[src/rtl/score_tracker.sv]
// score_tracker: per-note scoring engine for the guitar-hero game.
//
// Detects rising-edge button presses, judges each song note as a hit or a
// miss, and keeps a combo count, a combo multiplier and a saturating score.
//
// Ports:
//   clk        system clock
//   rst_n      asynchronous active-low reset
//   tick       one-cycle strobe at each note-step boundary
//   clear      synchronous game restart (same effect as reset, top priority)
//   buttons    debounced, clk-synchronous button levels, one bit per lane
//   song_data  note for the step starting at tick (0 = rest)
//   score      accumulated score, saturating at all-ones
//   combo      current consecutive-hit count, saturating at all-ones
//   multiplier min(1 + combo/COMBO_STEP, MAX_MULT), combinational from combo
//   hit        one-cycle pulse on a judged hit
//   miss       one-cycle pulse on a judged miss
//
// Optional build macro GHOST_PENALTY_EN: when defined, a new press while no
// note is awaiting judgement (REST or JUDGED) counts as a miss and costs
// POINTS_PER_HIT points (floored at 0). When undefined, such presses are
// ignored and no extra logic is built.
//
// state  | meaning
// REST   | no note active
// WINDOW | note active, awaiting judgement
// JUDGED | note already scored

module score_tracker #(
  parameter int LANES          = 4,
  parameter int SCORE_W        = 16,
  parameter int COMBO_W        = 8,
  parameter int POINTS_PER_HIT = 10,
  parameter int COMBO_STEP     = 8,
  parameter int MAX_MULT       = 4
) (
  input  logic               clk,
  input  logic               rst_n,
  input  logic               tick,
  input  logic               clear,
  input  logic [LANES-1:0]   buttons,
  input  logic [LANES-1:0]   song_data,
  output logic [SCORE_W-1:0] score,
  output logic [COMBO_W-1:0] combo,
  output logic [2:0]         multiplier,
  output logic               hit,
  output logic               miss
);

  typedef enum logic [1:0] {
    REST   = 2'd0,
    WINDOW = 2'd1,
    JUDGED = 2'd2
  } state_t;

  typedef logic [SCORE_W:0] score_ext_t;

  state_t             state_q,   state_d;
  logic [LANES-1:0]   target_q,  target_d;
  logic [LANES-1:0]   pressed_q, pressed_d;
  logic [LANES-1:0]   btn_q;
  logic [SCORE_W-1:0] score_q,   score_d;
  logic [COMBO_W-1:0] combo_q,   combo_d;
  logic               hit_q,     hit_d;
  logic               miss_q,    miss_d;

  logic [LANES-1:0]   new_press;
  logic [LANES-1:0]   acc;
  logic               wrong_lane;
  logic               matched;
  logic               do_hit;
  logic               do_miss;
  logic [COMBO_W-1:0] combo_steps;
  score_ext_t         hit_points;
  score_ext_t         score_sum;
`ifdef GHOST_PENALTY_EN
  logic               ghost;
`endif

  // Multiplier steps up every COMBO_STEP hits and is clamped at MAX_MULT.
  assign combo_steps = combo_q / COMBO_W'(COMBO_STEP);

  always_comb begin
    if (combo_steps >= COMBO_W'(MAX_MULT - 1)) begin
      multiplier = 3'(MAX_MULT);
    end else begin
      multiplier = 3'(combo_steps) + 3'd1;
    end
  end

  // One extra bit catches overflow so the score can saturate.
  assign hit_points = score_ext_t'(POINTS_PER_HIT) * score_ext_t'(multiplier);
  assign score_sum  = {1'b0, score_q} + hit_points;

  always_comb begin
    new_press  = buttons & ~btn_q;
    acc        = pressed_q | new_press;
    wrong_lane = |(acc & ~target_q);
    matched    = (acc == target_q);

    do_hit     = 1'b0;
    do_miss    = 1'b0;
`ifdef GHOST_PENALTY_EN
    ghost      = 1'b0;
`endif
    state_d    = state_q;
    target_d   = target_q;
    pressed_d  = pressed_q;

    // Judge the current note; a wrong lane wins over a completed match.
    if (state_q == WINDOW) begin
      if (wrong_lane) begin
        do_miss = 1'b1;
        state_d = JUDGED;
      end else if (matched) begin
        do_hit  = 1'b1;
        state_d = JUDGED;
      end else begin
        pressed_d = acc;
        if (tick) begin
          do_miss = 1'b1;
        end
      end
    end
`ifdef GHOST_PENALTY_EN
    else if (|new_press) begin
      do_miss = 1'b1;
      ghost   = 1'b1;
    end
`endif

    // The next note loads after the old one is judged; presses seen in
    // this cycle were already consumed by the old note.
    if (tick) begin
      target_d  = song_data;
      pressed_d = '0;
      state_d   = (|song_data) ? WINDOW : REST;
    end

    score_d = score_q;
    combo_d = combo_q;
    if (do_hit) begin
      score_d = score_sum[SCORE_W] ? '1 : score_sum[SCORE_W-1:0];
      combo_d = (&combo_q) ? combo_q : combo_q + 1'b1;
    end else if (do_miss) begin
      combo_d = '0;
`ifdef GHOST_PENALTY_EN
      if (ghost) begin
        score_d = (score_q < SCORE_W'(POINTS_PER_HIT)) ? '0
                                                       : score_q - SCORE_W'(POINTS_PER_HIT);
      end
`endif
    end
    hit_d  = do_hit;
    miss_d = do_miss;

    if (clear) begin
      state_d   = REST;
      target_d  = '0;
      pressed_d = '0;
      score_d   = '0;
      combo_d   = '0;
      hit_d     = 1'b0;
      miss_d    = 1'b0;
    end
  end

  always_ff @(posedge clk or negedge rst_n) begin
    if (!rst_n) begin
      state_q   <= REST;
      target_q  <= '0;
      pressed_q <= '0;
      btn_q     <= '0;
      score_q   <= '0;
      combo_q   <= '0;
      hit_q     <= 1'b0;
      miss_q    <= 1'b0;
    end else begin
      state_q   <= state_d;
      target_q  <= target_d;
      pressed_q <= pressed_d;
      btn_q     <= clear ? '0 : buttons;
      score_q   <= score_d;
      combo_q   <= combo_d;
      hit_q     <= hit_d;
      miss_q    <= miss_d;
    end
  end

  assign score = score_q;
  assign combo = combo_q;
  assign hit   = hit_q;
  assign miss  = miss_q;

endmodule

[config.mk]
export PLATFORM = sky130hd
export DESIGN_NAME = score_tracker
export DESIGN_NICKNAME = d
export VERILOG_FILES = /design/src/rtl/score_tracker.sv
export SDC_FILE = /design/constraint.sdc
export NUM_CORES = 1
export LEC_CHECK = 0
export ABC_AREA = 1
export CAP_MARGIN = 0
export CELL_PAD_IN_SITES_DETAIL_PLACEMENT = 0
export CELL_PAD_IN_SITES_GLOBAL_PLACEMENT = 1
export CORE_ASPECT_RATIO = 0.8
export CORE_UTILIZATION = 42
export CTS_CLUSTER_DIAMETER = 200
export DETAILED_ROUTE_END_ITERATION = 10
export GPL_TIMING_DRIVEN = 0
export PLACE_DENSITY = 0.92
export REMOVE_ABC_BUFFERS = 1
export SLEW_MARGIN = 40
export SYNTH_ARGS = -nofsm -noshare
export SYNTH_HDL_FRONTEND = slang
export SYNTH_SLANG_ARGS = --single-unit
[constraint.sdc]
create_clock -name clk -period 4.3 [get_ports clk]
set_input_delay 0.86 -clock clk [delete_from_list [all_inputs] [get_ports clk]]
set_output_delay 0.86 -clock clk [all_outputs]
set_load 0.005 [all_outputs]
Word level (Yosys, flattened, before mapping)
Cells that the tools add are included.
Cells by class
  add/subtract/negate cells: 3
  $mul: 1
  $lt $le $gt $ge: 1
  equality and inequality tests: 5
  multiplexer cells: 31
  bitwise gates (word level): 5
  reduce and logical (&&, ||, !) cells: 11
Operators by type and width (number)
  $mux 16: 3
  $mux 4: 8
  $mux 8: 4
  $add 16x7->17: 1
  $mux 1: 10
  $mux 2: 5
  $ne 3x3->1 const B: 3
  $add 8x1->8 const B: 1
  $and 4x4->4: 2
  $not 4->4: 2
  $reduce_and 8->1: 1
  $reduce_or 4->1: 2
  $mul 3x3->6 const A: 1
  $reduce_bool 3->1: 2
  $ge 5x2->1 const B: 1
  $eq 4x4->1: 1
  $or 4x4->4: 1
  $reduce_and 2->1: 2
  $reduce_bool 2->1: 2
  $reduce_bool 4->1: 1
  $add 3x1->3 const B: 1
  $mux 3: 1
  $reduce_and 3->1: 1
  $eq 2x1->1 const B: 1
Storage, ports and cells
  flip-flop bits (word level): 40
  input bits: 12
  output and inout port bits: 29
  word-level logic and storage cells: 65

Depth between registers and ports, before layout
Gate-level depths: netlist of run 1.
  word-level depth: 10
  mapped depth: 17
  gate-level depth less buffers: 17

Least setup slack after synthesis of run 1
No wires, ideal clock.
  kind: register -> register
  start: register combo_q[3] (netlist: combo[3])
  end: register score_q[7] (netlist: score[7])
  library setup time: 0.074 ns
  data arrival time: 2.803 ns
  required time: 4.226 ns
  path slack: 1.423 ns
  stages on the path, launching flop included: 17
  path buffers: 0
  clock period less this slack: 2.877 ns
  cell sequence: dfrtp_1 > ha_1 > nor2_1 > nand4_1 > nor2_1 > ha_1 > ha_1 > ha_1 > ha_1 > nand2_1 > nor2_1 > nand2_1 > nand2_1 > nand2_1 > nor2_4 > inv_2 > o21ai_2
On the way
  longest elaborated chain between the ends: 7
  elaborated cells on any way between the ends: 8
  those cells by class: add/sub: 2; mul: 1; order compare: 1; mux: 4
Ends and longest elaborated chain
  start, declared: RTL line 63  | logic [COMBO_W-1:0] combo_q, combo_d;
  start signal, assigned: RTL line 184  | combo_q <= combo_d;
  $ge 5x2->1 / $add 3x1->3 (equally long branches): RTL line 84, 87
  $mux 3 (*): RTL line 84  | if (combo_steps >= COMBO_W'(MAX_MULT - 1)) begin
  net multiplier[2]: RTL line 45  | output logic [2:0] multiplier,
  $mul 3x3->6 (*): RTL line 92  | assign hit_points = score_ext_t'(POINTS_PER_HIT) * score_ext_t'(multiplier);
  $add 16x7->17 (*): RTL line 93  | assign score_sum = {1'b0, score_q} + hit_points;
  $mux 16 (*): RTL line 143  | score_d = score_sum[SCORE_W] ? '1 : score_sum[SCORE_W-1:0];
  $mux 16 (*): RTL line 142  | if (do_hit) begin
  $mux 16 (*): RTL line 157  | if (clear) begin
  end signal, assigned: RTL line 183  | score_q <= score_d;
  end, declared: RTL line 62  | logic [SCORE_W-1:0] score_q, score_d;
The timed path passes the listed nets; every way through them passes the cells marked *. The select of a mux whose other input is x is not followed.
A chain may end at the register's enable or synchronous reset.

Worst setup path after layout of run 1
  start: register combo_q[3] (netlist: combo[3])
  end: register score_q[10] (netlist: score[10])
On the way
  longest elaborated chain between the ends: 7
  elaborated cells on any way between the ends: 8
  those cells by class: add/sub: 2; mul: 1; order compare: 1; mux: 4
Ends and longest elaborated chain (RTL line)
  $ge 5x2->1 / $add 3x1->3 (equally long branches): 84, 87
  $mux 3 (*): 84
  $mul 3x3->6 (*): 92
  $add 16x7->17 (*): 93
  $mux 16 (*): 143
  $mux 16 (*): 142
  $mux 16 (*): 157
Mark *: on every way between the ends. The rest lies on a longest branch, timed or not. The select of a mux whose other input is x is not followed.

==> summary.txt, run 1 <==
Status
  • Status: finished clean

Critical path
  • Reg-to-reg endpoint: score[10]$_DFFE_PN0P_
  • Crit path capture type: flop
  • Worst EP arrival: 3620 ps
  • WP data required: 4540 ps
  • Worst Path Buf+Inv: 0
  • Top delay family on crit path: simple AND/OR/NAND/NOR gates
  • Startpoint types: flop
  • CP Max Fanout: 8
  • Setup CP Type: flop to flop
  • Cells on worst reg2reg path: 15
  • Critical path depth: 15
  • FF-to-FF Start: combo[3]$_DFFE_PN0P_
  • R2R Setup Slk: 920 ps
  • CP Launch Point: combo[3]$_DFFE_PN0P_
  • Cell Chain, Critical Path: ha_1, nor2_1, nand4_1, nor2_1, ha_1, ha_1, ha_1, nand2_1, nor2_1, nand2_1, nand2_1, nand2_1, nor2_4, nor2_1, nand2_1
  • CP Capture Point: score[10]$_DFFE_PN0P_
  • Most frequent CP cell: nand2_1
  • CP peak stage delay: 480 ps
  • Crit-path slowest cell: dfrtp_1

STA
  • Slew Viols, Final: 0
  • RSZ-0062 raised after global routing: false
  • Fmax: 296 MHz
  • Relative slew margins: 0.511
  • Clock Skew: 5.93 ps
  • Final hold vios: 0
  • Final min period: 3380 ps
  • Final period util: 0.786
  • Worst Tran Pin Value: 731 ps
  • Setup violations, final: 0
  • Setup TNS Final: 0 ps

Die
  • Die footprint: 6600 um2
  • Io pins: 41
  • Rows: 25
  • Die Span Y: 72.9 um
  • Starting density of the core: 0.441
  • Core Area: 5970 um2
  • Die span in x: 90.6 um

Global routing
  • GR peak layer: met2
  • First-pass GRT wire length: 11000 um
  • Met1 GRT Util: 0.291
  • Vias in the first global route: 2346
  • Initial antenna violation count: 0
  • Gr ovfl total: 0
  • Largest net degree at the start of global routing: 41
  • GRT met3 Usage: 0.0375
  • Total Routing Usage GR: 0.208
  • Grt met2 use: 0.333

Clocking
  • # clock sinks: 40
  • Post-CTS setup repair buffer count: 0
  • H-tree depth: 2
  • Clock latency on the worst-skew pair: 290 ps
  • Resize count post-CTS: 0
  • Clock buffer depth: 2
  • TritonCTS clock tree: done
  • Hold-fix buffers at CTS: 0
  • CTS Buf Count: 5
  • Clock transition at path regs: 80 ps
  • Root buffer cell: clkbuf_8

Yosys
  • Most used DFF post-synth: dfrtp_1
  • Cell taking the most area after synthesis: dfrtp_1
  • Cell area after synthesis: 2640 um2
  • Synth cell types: 31
  • Post-synthesis sequential area ratio: 0.380
  • Synth area leaders: dfrtp_1, nand2_1, nand3_1
  • Top-area cell type share of the netlist area: 0.380
  • Number of synthesized flops with an enable pin: 0
  • #FFs+latches synth: 40
  • Syn_area_per_cell: 7.38 um2
  • Warnings, synthesis: 0
  • Cells after Synth: 357
  • Ys async rst share: 1.00
  • Top-count cell post-synth: nand2_1
  • Most frequent cells after synthesis: nand2_1, inv_1, nand3_1

Detailed routing
  • First DRT Iteration DRCs: 93
  • Antenna viol nets, final: 0
  • First-pass DRT Iterations: 4
  • WL/cell: 12.8 um
  • Via Count: 2417
  • Vias per inst: 5.00
  • DRC viols: 0
  • Routed WL: 6190 um

Placement
  • DPL Wire Length: 4520 um
  • Input/output buffers: 40
  • DP Cell Count: 475
  • Routability cong.: 0.839

Cells and area
  • Share of cells above drive strength 1: 0.0871
  • Final core occ: 0.536
  • Final Instance Count excl. Fillers: 483
  • N_diodes: 0
  • Final #Nets: 429
  • Layout area overhead: 21.5%

Power and ir drop
  • Switch Pwr: 187 uW
  • Internal: 537 uW
  • Combinational Power Share: 0.099
  • Reg power frac: 0.530
  • Max IR drop VDD: 116 uV
  • PD cells: 226 nW/um2
  • Sw Ratio: 0.259
  • Leakage: 1.57 nW
  • Clk pwr share: 0.371

Job
  • Max Cap Violations: 0

Min path
  • HP Class: flop to flop
-- power groups by stage --
stage / registers [mW] / logic, mW / clock network, mW
after floorplan: 0.392 / 0.0393 / 0
after CTS: 0.384 / 0.0731 / 0.274
final: 0.384 / 0.0715 / 0.269
after detailed placement: 0.392 / 0.0727 / 0
after global routing: 0.385 / 0.0807 / 0.290
after global placement: 0.392 / 0.0715 / 0
-- area by class of cell --
cell class / count / area, um2
inverter: 47 / 176
fill: 591 / 2770
tap: 81 / 101
sequential: 40 / 1000
multi-input combinational: 267 / 1430
clock buffer: 7 / 86.3
timing repair buffer: 40 / 398
clock inverter: 1 / 7.51
-- worst reg2reg max path, cell delays in order (launching register included) --
cell and delay [ps]:
dfrtp_1 480, ha_1 280, nor2_1 90, nand4_1 240, nor2_1 440, ha_1 230
ha_1 240, ha_1 360, nand2_1 110, nor2_1 110, nand2_1 70, nand2_1 180
nand2_1 150, nor2_4 200, nor2_1 70, nand2_1 60
-- metal layers --
metal | vias to the layer above | part of all wire
met4 | 0 | 0.0074
met1 | 1142 | 0.51
met5 | - | 0
met2 | 37 | 0.45
li1 | 1233 | -
met3 | 5 | 0.031
-- cell families (layout without fill, tap and decap cells) --
kind of cell    after synthesis  after routing  share of synthesized area
simple gates                224            224                      0.398
buf+inv                      50             95                     0.0769
flops                        40             40                      0.380
compound gates               21             21                     0.0465
fa+ha+maj                    16             16                     0.0788
xor+xnor                      6              6                     0.0199
-- sequential cells by signal (all words and copies together), names as in the netlist --
name and flops:
btn_q 4, pressed_q 4, hit 1, state_q 2, target_q 4, miss 1, combo 8, score 16
-- worst min path at each step --
stage,slack [ps],startpoint,cells past startpoint,end
final,510,pressed_q[0]$_DFFE_PN0P_,2,pressed_q[0]$_DFFE_PN0P_
after global routing,540,pressed_q[0]$_DFFE_PN0P_,2,pressed_q[0]$_DFFE_PN0P_
after CTS,510,pressed_q[0]$_DFFE_PN0P_,2,pressed_q[0]$_DFFE_PN0P_
after detailed placement,500,score[0]$_DFFE_PN0P_,2,score[0]$_DFFE_PN0P_
after global placement,490,score[0]$_DFFE_PN0P_,2,score[0]$_DFFE_PN0P_
after floorplan,470,score[0]$_DFFE_PN0P_,2,score[0]$_DFFE_PN0P_
-- per-stage QoR --
step | power [mW] | cell area (um2) | setup WS (ps) | hold WS [ps]
2_1_floorplan | 0.431 | 2610 | 1420 | 474
3_3_place_gp | 0.463 | 3110 | 955 | 488
3_5_place_dp | 0.465 | 3110 | 986 | 498
4_1_cts | 0.732 | 3200 | 914 | 515
5_1_grt | 0.755 | 3200 | 517 | 538
6_report | 0.724 | 3200 | 919 | 513
-- cells in the final DEF (no fill, tap or decap), types with 4 or more instances in the layout --
cell	n
nand2_1	114
inv_1	42
nand3_1	42
dfrtp_1	40
clkdlybuf4s50_1	39
nor2_1	32
ha_1	15
o21ai_0	11
nor3_1	9
a21oi_1	7
clkbuf_8	6
nand4_1	5
inv_2	5
nor2_4	4
(Power assumes the default switching activity.)
==> run 2, diff against run 1 <==
--- a/config.mk
+++ b/config.mk
@@ -10,11 +10,11 @@
 export CELL_PAD_IN_SITES_DETAIL_PLACEMENT = 0
 export CELL_PAD_IN_SITES_GLOBAL_PLACEMENT = 1
 export CORE_ASPECT_RATIO = 0.8
-export CORE_UTILIZATION = 42
+export CORE_UTILIZATION = 39
 export CTS_CLUSTER_DIAMETER = 200
 export DETAILED_ROUTE_END_ITERATION = 10
 export GPL_TIMING_DRIVEN = 0
-export PLACE_DENSITY = 0.92
+export PLACE_DENSITY = 0.87
 export REMOVE_ABC_BUFFERS = 1
 export SLEW_MARGIN = 40
 export SYNTH_ARGS = -nofsm -noshare
==> constraint.sdc (replaced) <==
create_clock -name clk -period 3.2 [get_ports clk]
set_input_delay 0.64 -clock clk [delete_from_list [all_inputs] [get_ports clk]]
set_output_delay 0.64 -clock clk [all_outputs]
set_load 0.005 [all_outputs]
==> summary.txt, run 2 (synthesis gave the netlist of run 1 again) <==
STA
  • Slew Viols, Final: 0 (unchanged)
  • Setup TNS Final: 0 ps (unchanged)
  • Relative slew margins: 0.484 (was 0.511)
  • Hold WS: 312 ps (was 513 ps)
  • Clock Skew: 9.72 ps (was 5.93 ps)
  • Final worst slack: 225 ps (was 919 ps)
  • Final period util: 0.930 (was 0.786)
  • Final hold vios: 0 (unchanged)
  • Worst Tran Pin Value: 771 ps (was 731 ps)
  • Fmax: 336 MHz (was 296 MHz)
  • Final min period: 2980 ps (was 3380 ps)
  • Setup violations, final: 0 (unchanged)

Placement
  • Input/output buffers: 40 (unchanged)
  • DPL Wire Length: 4480 um (was 4520 um)
  • DP Cell Count: 478 (was 475)
  • Routability cong.: 0.810 (was 0.839)
  • Pre-CTS setup slack: -260 ps (was 986 ps)

Die
  • Core Area: 6470 um2 (was 5970 um2)
  • Io pins: 41 (unchanged)
  • Rows: 26 (was 25)
  • Die Span Y: 75.5 um (was 72.9 um)
  • Starting density of the core: 0.407 (was 0.441)
  • Die footprint: 7090 um2 (was 6600 um2)
  • Die span in x: 93.9 um (was 90.6 um)

Detailed routing
  • WL/cell: 12.5 um (was 12.8 um)
  • Antenna viol nets, final: 0 (unchanged)
  • Routed WL: 6170 um (was 6190 um)
  • DRC viols: 0 (unchanged)
  • First DRT Iteration DRCs: 113 (was 93)
  • Via Count: 2396 (was 2417)
  • First-pass DRT Iterations: 4 (unchanged)
  • Vias per inst: 4.87 (was 5.00)

Global routing
  • Total Routing Usage GR: 0.192 (was 0.208)
  • Gr ovfl total: 0 (unchanged)
  • Initial antenna violation count: 0 (unchanged)
  • Vias in the first global route: 2171 (was 2346)
  • First-pass GRT wire length: 10600 um (was 11000 um)
  • Largest net degree at the start of global routing: 41 (unchanged)

Clocking
  • TritonCTS clock tree: done (unchanged)
  • CTS Buf Count: 5 (unchanged)
  • Clock transition at path regs: 90 ps (was 80 ps)
  • Clock buffer depth: 2 (unchanged)
  • # clock sinks: 40 (unchanged)
  • Clock latency on the worst-skew pair: 300 ps (was 290 ps)
  • H-tree depth: 2 (unchanged)
  • Root buffer cell: clkbuf_8 (unchanged)
  • Hold-fix buffers at CTS: 0 (unchanged)

Critical path
  • Most frequent CP cell: ha_1 (was nand2_1)
  • Crit path capture type: flop (unchanged)
  • CP Launch Point: combo[3]$_DFFE_PN0P_ (unchanged)
  • Startpoint types: flop (unchanged)
  • Reg-to-reg endpoint: score[7]$_DFFE_PN0P_ (was score[10]$_DFFE_PN0P_)
  • R2R Setup Slk: 220 ps (was 920 ps)
  • Worst EP arrival: 3210 ps (was 3620 ps)
  • CP Max Fanout: 6 (was 8)
  • CP peak stage delay: 460 ps (was 480 ps)
  • WP data required: 3430 ps (was 4540 ps)
  • CP Capture Point: score[7]$_DFFE_PN0P_ (was score[10]$_DFFE_PN0P_)
  • FF-to-FF Start: combo[3]$_DFFE_PN0P_ (unchanged)
  • Setup CP Type: flop to flop (unchanged)
  • Cells on worst reg2reg path: 17 (was 15)
  • Cell Chain, Critical Path: ha_1, nor2_1, nand4_1, buf_4, nor2_2, ha_1, ha_1, ha_1, ha_4, nand2_1, nor2_1, nand2_1, nand2_2, nand2_1, nor2_4, inv_2, o21ai_2 (was ha_1, nor2_1, nand4_1, nor2_1, ha_1, ha_1, ha_1, nand2_1, nor2_1, nand2_1, nand2_1, nand2_1, nor2_4, nor2_1, nand2_1)
  • Crit-path slowest cell: dfrtp_2 (was dfrtp_1)

Power and ir drop
  • Max IR drop VDD: 180 uV (was 116 uV)
  • PD cells: 317 nW/um2 (was 226 nW/um2)
  • Leakage: 1.62 nW (was 1.57 nW)
  • Design Power: 1.05 mW (was 724 uW)

Cells and area
  • Final Instance Count excl. Fillers: 492 (was 483)
  • Multi-input logic area: 1470 um2 (was 1430 um2)
  • Final #Nets: 435 (was 429)
  • Most common cell after layout, fill and taps aside: nand2_1 (unchanged)
  • Max reg flops: 16 (unchanged)
  • Register Area: 1000 um2 (about the same)
  • Layout area overhead: 25.5% (was 21.5%)
  • Fillers: 660 (was 591)
  • Commonest non-fill, non-tap cells in the layout: nand2_1, inv_1, nand3_1 (unchanged)
  • N_diodes: 0 (unchanged)
  • Share of cells above drive strength 1: 0.120 (was 0.0871)

Min path
  • HP Class: input port to asynchronous set/reset pin (was flop to flop)

Job
  • Max Cap Violations: 0 (unchanged)

Status
  • Status: finished clean (unchanged)
run 2: changes by cell type in the layout (fill, tap and decap cells not counted), moves of 2 or more:
cell	delta
buf_4	+6
dfrtp_1	-2
dfrtp_2	+2
nor2_1	-2
nor2_2	+2
run 2: critical path: cells and delay by family, from the launching register on:
family,cells,cell delay [ps]
AO/OA/AOI/OAI,1,50
adder cells (fa/ha/maj),5,1130
buffers and inverters,2,240
flip-flops,1,460
AND/OR/NAND/NOR,9,1030
run 2: what timing repair did:
action	4_1_cts	5_1_grt
pin swaps	0	1
buffers inserted	3	3
setup endpoints to repair	16	16
hold endpoints to repair	0	0
resized for setup	2	6
run 2: how the worst min path moves through the flow:
stage,end,cells past startpoint,from,slack (ps)
6_report,pressed_q[1]$_DFFE_PN0P_,1,rst_n,310
5_1_grt,pressed_q[1]$_DFFE_PN0P_,1,rst_n,350
4_1_cts,pressed_q[1]$_DFFE_PN0P_,1,rst_n,330
3_5_place_dp,score[0]$_DFFE_PN0P_,2,score[0]$_DFFE_PN0P_,490
3_3_place_gp,score[0]$_DFFE_PN0P_,2,score[0]$_DFFE_PN0P_,460
2_1_floorplan,btn_q[0]$_DFF_PN0_,0,rst_n,340
run 2: layout make-up:
| cell class | count | share of cell area |
|---|---|---|
| clock buffers | 5 | 0.0208 |
| clock inverters | 3 | 0.0140 |
| inverters | 47 | 0.0533 |
| multi-input cells | 267 | 0.443 |
| flip-flops and latches | 40 | 0.303 |
| well taps | 84 | 0.0318 |
| repair buffers | 46 | 0.134 |
run 2: through the flow:
step	instance area, um2	utilization
2_1_floorplan	2610	-
3_3_place_gp	3120	0.481
3_5_place_dp	3110	0.481
4_1_cts	3260	0.503
5_1_grt	3310	0.511
6_report	3310	0.511
run 2: per-layer routing:
metal  track usage  vias to the layer above  part of all wire
li1              -                     1237                 -
met1         0.280                     1112              0.53
met2         0.298                       41              0.43
met3        0.0299                        6             0.034
met4        0.0462                        0            0.0092
met5             0                        -                 0
run 2: where the power goes:
part	switching, mW	internal [mW]	total (mW)
logic	0.0637	0.0331	0.0968
clock network	0.202	0.235	0.437
registers	0.00282	0.513	0.516
total	0.269	0.782	1.05
==> run 3, diff against run 2 <==
--- a/config.mk
+++ b/config.mk
@@ -10,11 +10,12 @@
 export CELL_PAD_IN_SITES_DETAIL_PLACEMENT = 0
 export CELL_PAD_IN_SITES_GLOBAL_PLACEMENT = 1
 export CORE_ASPECT_RATIO = 0.8
-export CORE_UTILIZATION = 39
+export CORE_UTILIZATION = 35
 export CTS_CLUSTER_DIAMETER = 200
 export DETAILED_ROUTE_END_ITERATION = 10
+export GPL_ROUTABILITY_DRIVEN = 0
 export GPL_TIMING_DRIVEN = 0
-export PLACE_DENSITY = 0.87
+export PLACE_DENSITY = 0.83
 export REMOVE_ABC_BUFFERS = 1
 export SLEW_MARGIN = 40
 export SYNTH_ARGS = -nofsm -noshare
==> constraint.sdc (replaced) <==
create_clock -name clk -period 2.4 [get_ports clk]
set_input_delay 0.48 -clock clk [delete_from_list [all_inputs] [get_ports clk]]
set_output_delay 0.48 -clock clk [all_outputs]
set_load 0.005 [all_outputs]
==> summary.txt, run 3 (synthesis gave the netlist of run 1 again) <==
Cells and area
  • Final #Nets: 444 (was 435)
  • Final Instance Count excl. Fillers: 504 (was 492)
  • N_diodes: 0 (unchanged)
  • Most common cell after layout, fill and taps aside: nand2_1 (unchanged)
  • Final core occ: 0.500 (was 0.511)
  • Max reg flops: 16 (unchanged)
  • Layout area overhead: 34.6% (was 25.5%)
  • Commonest non-fill, non-tap cells in the layout: nand2_1, inv_1, nand3_1 (unchanged)
  • Fillers: 679 (was 660)
  • Share of cells above drive strength 1: 0.206 (was 0.120)
  • Fin area: 3550 um2 (was 3310 um2)

Global routing
  • Vias in the first global route: 2405 (was 2171)
  • Total Routing Usage GR: 0.185 (was 0.192)
  • First-pass GRT wire length: 11300 um (was 10600 um)
  • Initial antenna violation count: 0 (unchanged)
  • Grt met2 use: 0.296 (was 0.298)
  • Gr ovfl total: 0 (unchanged)
  • GRT met3 Usage: 0.0333 (was 0.0299)
  • Met1 GRT Util: 0.254 (was 0.280)
  • GR peak layer: met2 (unchanged)
  • Largest net degree at the start of global routing: 41 (unchanged)

Detailed routing
  • Antenna viol nets, final: 0 (unchanged)
  • Via Count: 2450 (was 2396)
  • Routed WL: 6630 um (was 6170 um)
  • DRC viols: 0 (unchanged)
  • Vias per inst: 4.86 (was 4.87)
  • WL/cell: 13.2 um (was 12.5 um)
  • First-pass DRT Iterations: 4 (unchanged)
  • First DRT Iteration DRCs: 78 (was 113)

Power and ir drop
  • Internal: 1.04 mW (was 782 uW)
  • Combinational Power Share: 0.093 (was 0.092)
  • Clk pwr share: 0.410 (was 0.416)
  • Leakage: 1.71 nW (was 1.62 nW)
  • Switch Pwr: 349 uW (was 269 uW)
  • Sw Ratio: 0.252 (was 0.256)
  • PD cells: 390 nW/um2 (was 317 nW/um2)
  • Reg power frac: 0.497 (was 0.491)
  • Design Power: 1.39 mW (was 1.05 mW)
  • Max IR drop VDD: 229 uV (was 180 uV)

Critical path
  • Crit path capture type: flop (unchanged)
  • CP Max Fanout: 4 (was 6)
  • Worst EP arrival: 2830 ps (was 3210 ps)
  • WP data required: 2580 ps (was 3430 ps)
  • Top delay family on crit path: adder cells (unchanged)
  • Crit-path slowest cell: dfrtp_2 (unchanged)
  • FF-to-FF Start: combo[3]$_DFFE_PN0P_ (unchanged)
  • Setup CP Type: flop to flop (unchanged)
  • Most frequent CP cell: ha_4 (was ha_1)
  • R2R Setup Slk: -250 ps (was 220 ps)
  • Cell Chain, Critical Path: ha_4, nor2_4, nand4_1, buf_6, nor2_4, ha_4, ha_4, ha_4, ha_4, nand2_2, nand2_2, a21boi_2, nand2_4, buf_6, nand2_2, nand2_1, nand3_1, nand2_1 (was ha_1, nor2_1, nand4_1, buf_4, nor2_2, ha_1, ha_1, ha_1, ha_4, nand2_1, nor2_1, nand2_1, nand2_2, nand2_1, nor2_4, inv_2, o21ai_2)
  • Startpoint types: flop (unchanged)
  • Cells on worst reg2reg path: 18 (was 17)
  • CP peak stage delay: 440 ps (was 460 ps)
  • Worst Path Buf+Inv: 2 (unchanged)
  • Reg-to-reg endpoint: score[8]$_DFFE_PN0P_ (was score[7]$_DFFE_PN0P_)

Placement
  • Pre-CTS setup slack: -1090 ps (was -260 ps)
  • Input/output buffers: 40 (unchanged)
  • DP Cell Count: 481 (was 478)
  • DPL Wire Length: 4610 um (was 4480 um)
  • Post-DP Area: 3120 um2 (was 3110 um2)

Die
  • Die footprint: 7890 um2 (was 7090 um2)
  • Rows: 27 (was 26)
  • Die span in x: 99.0 um (was 93.9 um)
  • Io pins: 41 (unchanged)
  • Starting density of the core: 0.372 (was 0.407)
  • Die Span Y: 79.6 um (was 75.5 um)
  • Core Area: 7090 um2 (was 6470 um2)

Clocking
  • # clock sinks: 40 (unchanged)
  • H-tree depth: 2 (unchanged)
  • TritonCTS clock tree: done (unchanged)
  • CTS Buf Count: 5 (unchanged)
  • Hold-fix buffers at CTS: 0 (unchanged)
  • Root buffer cell: clkbuf_8 (unchanged)
  • Clock buffer depth: 2 (unchanged)
  • Clock transition at path regs: 90 ps (about the same)
  • Clock latency on the worst-skew pair: 300 ps (about the same)

Status
  • Status: finished, violations left (was finished clean)
  • Failing checks: setup timing

STA
  • Worst Tran Pin Value: 724 ps (was 771 ps)
  • Hold WS: 153 ps (was 312 ps)
  • Clock Skew: 11.1 ps (was 9.72 ps)
  • RSZ-0062 raised after global routing: true
  • Fmax: 377 MHz (was 336 MHz)
  • Final period util: 1.10 (was 0.930)
  • Final min period: 2650 ps (was 2980 ps)
  • Relative slew margins: 0.516 (was 0.484)
  • Setup violations, final: 17 (was 0)
  • Setup TNS Final: -3360 ps (was 0 ps)
  • Final hold vios: 0 (unchanged)
  • Slew Viols, Final: 0 (unchanged)
  • Final worst slack: -251 ps (was 225 ps)

Min path
  • HP Class: input port to asynchronous set/reset pin (unchanged)

Job
  • Max Cap Violations: 0 (unchanged)
==> run 3: changes by cell type in the layout (fill, tap and decap cells not counted), sizes merged <==
cell / delta
buf: +9
clkdlybuf4s50: -1
clkinv: +1
dlymetal6s2s: +1
inv: -1
==> run 3: power by group through the flow <==
stage	registers [mW]	clock network (mW)	logic (mW)
final	0.688	0.569	0.129
after global placement	0.702	0	0.129
after CTS	0.689	0.587	0.131
after floorplan	0.701	0	0.0703
after detailed placement	0.702	0	0.130
after global routing	0.690	0.610	0.147
==> run 3: worst register-to-register path: stages, from the launching register on <==
cell	delay [ps]
dfrtp_2	440
ha_4	180
nor2_4	60
nand4_1	100
buf_6	160
nor2_4	140
ha_4	160
ha_4	130
ha_4	190
ha_4	240
nand2_2	60
nand2_2	70
a21boi_2	180
nand2_4	100
buf_6	130
nand2_2	40
nand2_1	40
nand3_1	60
nand2_1	60
==> run 3: timing repair <==
action,CTS,global route
gates cloned,0,0
endpoints found under the hold margin,0,0
pin swaps,14,10
setup endpoints to repair,19,27
buffers inserted,9,6
gates resized for setup,29,22
==> run 3: area by class of cell <==
type / instances / area [um2] / area share
multi-input cells: 267 / 1630 / 0.458
clock buffers: 5 / 68.8 / 0.0194
repair buffers: 55 / 524 / 0.148
flip-flops and latches: 40 / 1000 / 0.283
well taps: 87 / 109 / 0.0307
clock inverters: 3 / 42.5 / 0.0120
inverters: 47 / 176 / 0.0497
==> run 3: worst max path at each step <==
stage	startpoint	endpoint	cells past startpoint
6_report	combo[3]$_DFFE_PN0P_	score[8]$_DFFE_PN0P_	18
5_1_grt	combo[3]$_DFFE_PN0P_	score[7]$_DFFE_PN0P_	17
4_1_cts	combo[4]$_DFFE_PN0P_	score[8]$_DFFE_PN0P_	18
3_5_place_dp	combo[3]$_DFFE_PN0P_	score[6]$_DFFE_PN0P_	16
3_3_place_gp	combo[3]$_DFFE_PN0P_	score[7]$_DFFE_PN0P_	16
2_1_floorplan	combo[3]$_DFFE_PN0P_	score[7]$_DFFE_PN0P_	16
==> run 3: per-layer routing <==
metal,vias to the layer above,part of all wire
met1,1140,0.50
met2,48,0.45
met3,5,0.048
met5,-,0
met4,0,0.0098
li1,1257,-
